[config.mk]
export PLATFORM = sky130hd
export DESIGN_NAME = score_argmax
export DESIGN_NICKNAME = d
export VERILOG_FILES = /design/src/rtl/nn_pkg.sv /design/src/rtl/max_tracker.sv /design/src/rtl/score_argmax.sv
export SDC_FILE = /design/constraint.sdc
export NUM_CORES = 1
export LEC_CHECK = 0
export BUFFER_PORTS_ARGS = -buffer_cell sky130_fd_sc_hd__clkbuf_2
export CAP_MARGIN = 20
export CORE_MARGIN = 2
export CORE_UTILIZATION = 45
export DETAILED_ROUTE_END_ITERATION = 8
export PLACE_DENSITY = 0.66
export SLEW_MARGIN = 20
export SYNTH_ARGS = -nofsm -noshare
export SYNTH_HDL_FRONTEND = slang
export SYNTH_SLANG_ARGS = --single-unit
[constraint.sdc]
create_clock -name Clk -period 3.8 [get_ports Clk]
set_input_delay 0.38 -clock Clk [delete_from_list [all_inputs] [get_ports Clk]]
set_output_delay 0.38 -clock Clk [all_outputs]
set_load 0.02 [all_outputs]
[src/rtl/nn_pkg.sv]
// Shared constants and types for the classifier back end.
package nn_pkg;

  localparam int NUM_CLASSES = 10;
  localparam int DATA_W      = 32;
  localparam int TEMP_ADDR_W = 14;
  localparam int IDX_W       = 4;

  typedef enum logic [1:0] {
    ST_IDLE,
    ST_ISSUE,
    ST_DRAIN,
    ST_FINISH
  } argmax_state_t;

  typedef logic signed [DATA_W-1:0] score_t;

endpackage

[src/rtl/max_tracker.sv]
// Running maximum of a stream of signed scores with their indices.
// best_idx/best_val already include the score presented this cycle, so a
// caller can latch the final result in the same cycle the last score arrives.
module max_tracker #(
  parameter int DATA_W = 32,
  parameter int IDX_W  = 4
) (
  input  logic                     Clk,
  input  logic                     Reset,
  input  logic                     init,
  input  logic                     valid,
  input  logic [IDX_W-1:0]         index,
  input  logic signed [DATA_W-1:0] value,
  output logic [IDX_W-1:0]         best_idx,
  output logic signed [DATA_W-1:0] best_val
);

  logic [IDX_W-1:0]         idx_q;
  logic signed [DATA_W-1:0] val_q;
  logic                     take;

  // First score loads unconditionally; later ones only on strictly greater,
  // so the lowest index wins a tie.
  always_comb begin
    take     = valid && (init || (value > val_q));
    best_idx = take ? index : idx_q;
    best_val = take ? value : val_q;
  end

  // Best-so-far registers.
  always_ff @(posedge Clk or posedge Reset) begin
    if (Reset) begin
      idx_q <= '0;
      val_q <= '0;
    end else begin
      idx_q <= best_idx;
      val_q <= best_val;
    end
  end

endmodule

[src/rtl/score_argmax.sv]
// Scans the class scores in temp memory and reports the argmax as the digit.
//
// state  | meaning
// IDLE   | waiting for a rising start
// ISSUE  | driving read addresses 0..NUM_CLASSES-1
// DRAIN  | addresses done, waiting for the last read to return
// FINISH | result latched, done high for this cycle
module score_argmax #(
  parameter int NUM_CLASSES = nn_pkg::NUM_CLASSES,
  parameter int DATA_W      = nn_pkg::DATA_W,
  parameter int ADDR_W      = nn_pkg::TEMP_ADDR_W,
  parameter int RD_LAT      = 1
) (
  input  logic                        Clk,
  input  logic                        Reset,
  input  logic                        start,
  input  logic signed [DATA_W-1:0]    temp_q,
  output logic [ADDR_W-1:0]           temp_addr,
  output logic                        temp_rden,
  output logic                        busy,
  output logic                        done,
  output logic [nn_pkg::IDX_W-1:0]    digit,
  output logic signed [DATA_W-1:0]    max_score
);

  import nn_pkg::*;

  localparam int CNT_W = $clog2(NUM_CLASSES + 1);

  argmax_state_t            state;
  logic [CNT_W-1:0]         cnt;
  logic                     start_q;
  logic [RD_LAT-1:0]        vld_pipe;
  logic [RD_LAT-1:0][IDX_W-1:0] idx_pipe;
  logic                     rd_vld;
  logic [IDX_W-1:0]         rd_idx;
  logic                     last_rd;
  logic [IDX_W-1:0]         best_idx;
  logic signed [DATA_W-1:0] best_val;

  assign rd_vld  = vld_pipe[RD_LAT-1];
  assign rd_idx  = idx_pipe[RD_LAT-1];
  assign last_rd = rd_vld && (rd_idx == IDX_W'(NUM_CLASSES - 1));

  // Delay line tagging each issued address so temp_q is consumed on arrival.
  always_ff @(posedge Clk or posedge Reset) begin
    if (Reset) begin
      vld_pipe <= '0;
      idx_pipe <= '0;
    end else begin
      vld_pipe[0] <= temp_rden;
      idx_pipe[0] <= temp_addr[IDX_W-1:0];
      for (int i = 1; i < RD_LAT; i++) begin
        vld_pipe[i] <= vld_pipe[i-1];
        idx_pipe[i] <= idx_pipe[i-1];
      end
    end
  end

  max_tracker #(
    .DATA_W (DATA_W),
    .IDX_W  (IDX_W)
  ) u_tracker (
    .Clk      (Clk),
    .Reset    (Reset),
    .init     (rd_idx == '0),
    .valid    (rd_vld),
    .index    (rd_idx),
    .value    (temp_q),
    .best_idx (best_idx),
    .best_val (best_val)
  );

  // Sequencer. start is qualified by its rising edge so a held start runs
  // one scan only. Address 0 goes out on accept, so the counter starts at 1.
  always_ff @(posedge Clk or posedge Reset) begin
    if (Reset) begin
      state     <= ST_IDLE;
      cnt       <= '0;
      start_q   <= 1'b0;
      temp_addr <= '0;
      temp_rden <= 1'b0;
      busy      <= 1'b0;
      done      <= 1'b0;
      digit     <= '0;
      max_score <= '0;
    end else begin
      start_q <= start;
      case (state)
        ST_IDLE: begin
          if (start && !start_q) begin
            state     <= ST_ISSUE;
            cnt       <= CNT_W'(1);
            temp_addr <= '0;
            temp_rden <= 1'b1;
            busy      <= 1'b1;
          end
        end
        ST_ISSUE: begin
          if (cnt == CNT_W'(NUM_CLASSES)) begin
            state     <= ST_DRAIN;
            temp_addr <= '0;
            temp_rden <= 1'b0;
          end else begin
            temp_addr <= ADDR_W'(cnt);
            cnt       <= cnt + CNT_W'(1);
          end
        end
        ST_DRAIN: begin
          if (last_rd) begin
            state     <= ST_FINISH;
            done      <= 1'b1;
            digit     <= best_idx;
            max_score <= best_val;
          end
        end
        ST_FINISH: begin
          state <= ST_IDLE;
          done  <= 1'b0;
          busy  <= 1'b0;
        end
        default: state <= ST_IDLE;
      endcase
    end
  end

endmodule

==> summary.txt <==
STA
  • RSZ-0062 raised after global routing: no
  • Fmax: 342 MHz
  • Max-slew violation count: 0
  • Slew Limit Headroom: 35.9%
  • Slew @ Worst Pin: 962 ps
  • Setup-failing EPs final: 0
  • TNS Setup: 0 ps
  • Period minus WS final: 2920 ps
  • Clock skew: 5.40 ps
  • Worst hold margin: 87.8 ps
  • Fin. Hold Viols: 0
  • Period Utilization, post-route: 76.9%

Floorplan
  • Initial core utilization: 45.7%
  • Row Count: 39
  • Die width: 111 um
  • Die Span Y: 111 um
  • Number of I/O pins: 88
  • Die area: 12300 um2
  • Core Box Area: 11300 um2

Synthesis
  • Synth warn: 0
  • Area share of the largest cell type after synthesis: 44.2%
  • Mapped Cells: 511
  • Largest cells by area after synthesis: dfrtp_1 (44%), mux2_4 (10%), ha_1 (9.5%)
  • Post-synthesis cell area: 5150 um2
  • Number of unique standard cell types used by synthesis: 45
  • Fraction of registers with async set/reset: 100%
  • Sequential area share after synthesis: 44.2%
  • #FFs+latches synth: 91
  • Area leader, netlist: dfrtp_1
  • Synthesized area per cell: 10.1 um2
  • Post-synth top flop: dfrtp_1
  • Post-synth EDFFs: 0

Setup path
  • Crit Path Max Fanout: 21
  • R2r startpoint: u_tracker.val_q[14]$_DFF_PP0_
  • WP data required: 4060 ps
  • Setup crit end kind: register
  • R2r setup slk: 880 ps
  • CP arrival: 3180 ps
  • Reg2reg path depth: 10
  • CP Launch Type: register
  • Worst Path Class, Setup: reg2reg
  • RR Endpoint: max_score[7]$_DFFE_PP0P_

Placement
  • Cell total after placement: 707
  • Final Wtd Congestion: 0.849
  • Port buffer count: 77
  • Detailed Place HPWL: 8160 um

GRT
  • Met3 usage: 3.17%
  • GR Util met1: 25.3%
  • Most crowded layer after global routing: met2
  • Largest net degree at the start of global routing: 57
  • First-pass GRT wire length: 19100 um
  • Met2 usage: 31.9%
  • Tot GR Track Use: 19.2%
  • Vias in the first global route: 3879
  • Grt ovf: 0
  • Initial antenna violation count: 0

Clock tree
  • Clock buffer depth: 2
  • Total CTS buffers: 9
  • Root buf cell: clkbuf_16
  • CTS sink cnt: 91
  • Hold_buf cts: 0
  • Post-CTS Setup Bufs: 0
  • Post-cts resize count: 0
  • Clock transition at path regs: 60 ps
  • H-tree lvl count: 3
  • Insertion delay to the later sink of the worst-skew pair: 340 ps
  • CTS tree: yes

Power
  • Power Internal: 2.99 mW
  • Combinational share of power: 50.8%
  • Max rail drop VDD: 603 uV
  • Sequential share of power: 33.9%
  • PwrDens: 896 nW/um2
  • Sw power: 2.22 mW
  • LEAKAGE: 2.91 nW
  • Clock Power Share: 15.2%
  • Sw frac: 42.6%

Run
  • Max-Cap Viols: 0

Layout
  • FF+latch area: 2280 um2
  • Ant diodes: 0
  • Fin cells: 720
  • Final nets: 649
  • Fillers: 1032
  • Multi-input logic area: 2490 um2
  • Area delta synth->final: 12.7%
  • Fraction of layout cells with a size suffix above 1: 24.6%

Route
  • Vias per Instance: 5.48
  • Initial DRC Count: 236
  • Via count of the routed design: 3947
  • Drt pass-1 iters: 5
  • Final WL: 11600 um
  • Post-DRT Antenna Nets: 0
  • DRC Markers: 0
  • WL per Instance: 16.2 um

Run status
  • Status: finished clean

Hold path
  • HP Class: in2async
==> synth_stat cells (all sizes together) (5+ instances only) <==
cell type and instances:
nor2 44, o21ai 47, nand3 6, dfrtp 91, clkbuf 24, nand2 26
nand2b 6, inv 44, a31oi 35, ha 39, nor3 5, buf 17
a21oi 53, mux2 37
==> registers in the layout, indices dropped and copies added (netlist names) <==
name and flops:
cnt 4, digit 4, u_tracker.idx_q 4, max_score 32
start_q 1, state 2, u_tracker.val_q 32, temp_rden 1
done 1, idx_pipe 4, rd_vld 1, temp_addr 4
busy 1
==> through the flow <==
| step | area, um2 | power, mW | utilization [%] | setup WS (ps) |
|---|---|---|---|---|
| finish | 5810 | 5.21 | 51.5 | 879 |
| floorplan | 5190 | 3.85 | - | 1060 |
| global route | 5810 | 5.59 | 51.5 | 557 |
| detailed placement | 5560 | 4.44 | 49.3 | 807 |
| CTS | 5810 | 5.25 | 51.5 | 871 |
| global placement | 5560 | 4.36 | 49.3 | 864 |
==> per-layer routing <==
metal  share of wire (%)  wire (um)  vias to the layer above
li1                    -          -                     1899
met1                  45       5280                     1952
met2                  50       5820                       85
met3                 3.3        390                       11
met4                 1.3        156                        0
met5                   0          0                        -
==> cell usage in the layout, fill, tap and decap left out, types with 3 or more instances in the layout <==
| cell | netlist | routed |
|---|---|---|
| nand2_1 | 26 | 26 |
| a21oi_1 | 53 | 53 |
| nor2_1 | 43 | 43 |
| clkbuf_2 | 0 | 77 |
| o21ai_0 | 46 | 46 |
| buf_4 | 10 | 8 |
| conb_1 | 1 | 10 |
| nand2b_1 | 6 | 6 |
| clkbuf_16 | 0 | 9 |
| inv_1 | 44 | 43 |
| o221ai_1 | 3 | 3 |
| nand3_1 | 6 | 6 |
| mux2_4 | 36 | 36 |
| a31oi_1 | 34 | 34 |
| nor2b_1 | 3 | 3 |
| o22ai_1 | 3 | 3 |
| clkbuf_1 | 24 | 3 |
| ha_1 | 39 | 39 |
| a22oi_1 | 3 | 3 |
| dfrtp_1 | 91 | 91 |
| nor3_1 | 5 | 5 |
==> worst max-delay path, cell delays in order, from the launching register on <==
cell and delay [ps]:
dfrtp_1 370, inv_1 50, ha_1 300, nand4_1 140, nor4_1 410, o21ai_0 210, a31oi_2 250, o21a_1 440
buf_4 360, a31oi_1 130, a21oi_1 180
==> cell families (layout without fill, tap and decap cells) <==
family	Yosys count	in the layout	share of synthesized area (%)
AO/OA/AOI/OAI	157	157	18.1
adder cells (fa/ha/maj)	39	39	9.47
buffers and inverters	85	142	8.16
flip-flops	91	91	44.2
multiplexers	38	38	10.9
other	1	10	0.0728
AND/OR/NAND/NOR	100	100	9.11
==> power groups by stage <==
stage                     Combinational [mW]  Sequential (mW)  Clock [mW]
final                                   2.65             1.77       0.794
after global placement                  2.60             1.75           0
after detailed placement                2.66             1.78           0
after global routing                    2.90             1.83       0.858
after CTS                               2.67             1.77       0.812
after floorplan                         1.90             1.95           0
==> area by class of cell <==
type	count	share of cell area, %
Multi-Input combinational cell	344	42.9
Sequential cell	91	39.2
Timing Repair Buffer	85	7.67
Clock buffer	13	4.31
Tap cell	143	3.08
Inverter	44	2.87
==> how the worst max path moves through the flow <==
stage,slack (ps),start,endpoint,cells past startpoint
CTS,870,u_tracker.val_q[14]$_DFF_PP0_,max_score[7]$_DFFE_PP0P_,10
floorplan,1060,Reset,busy$_DFFE_PP0P_,1
finish,880,u_tracker.val_q[14]$_DFF_PP0_,max_score[7]$_DFFE_PP0P_,10
detailed placement,810,temp_q[14],max_score[7]$_DFFE_PP0P_,10
global placement,860,temp_q[31],max_score[5]$_DFFE_PP0P_,10
global route,560,u_tracker.val_q[14]$_DFF_PP0_,max_score[23]$_DFFE_PP0P_,10
No activity file was read; power rests on OpenSTA's default activity.
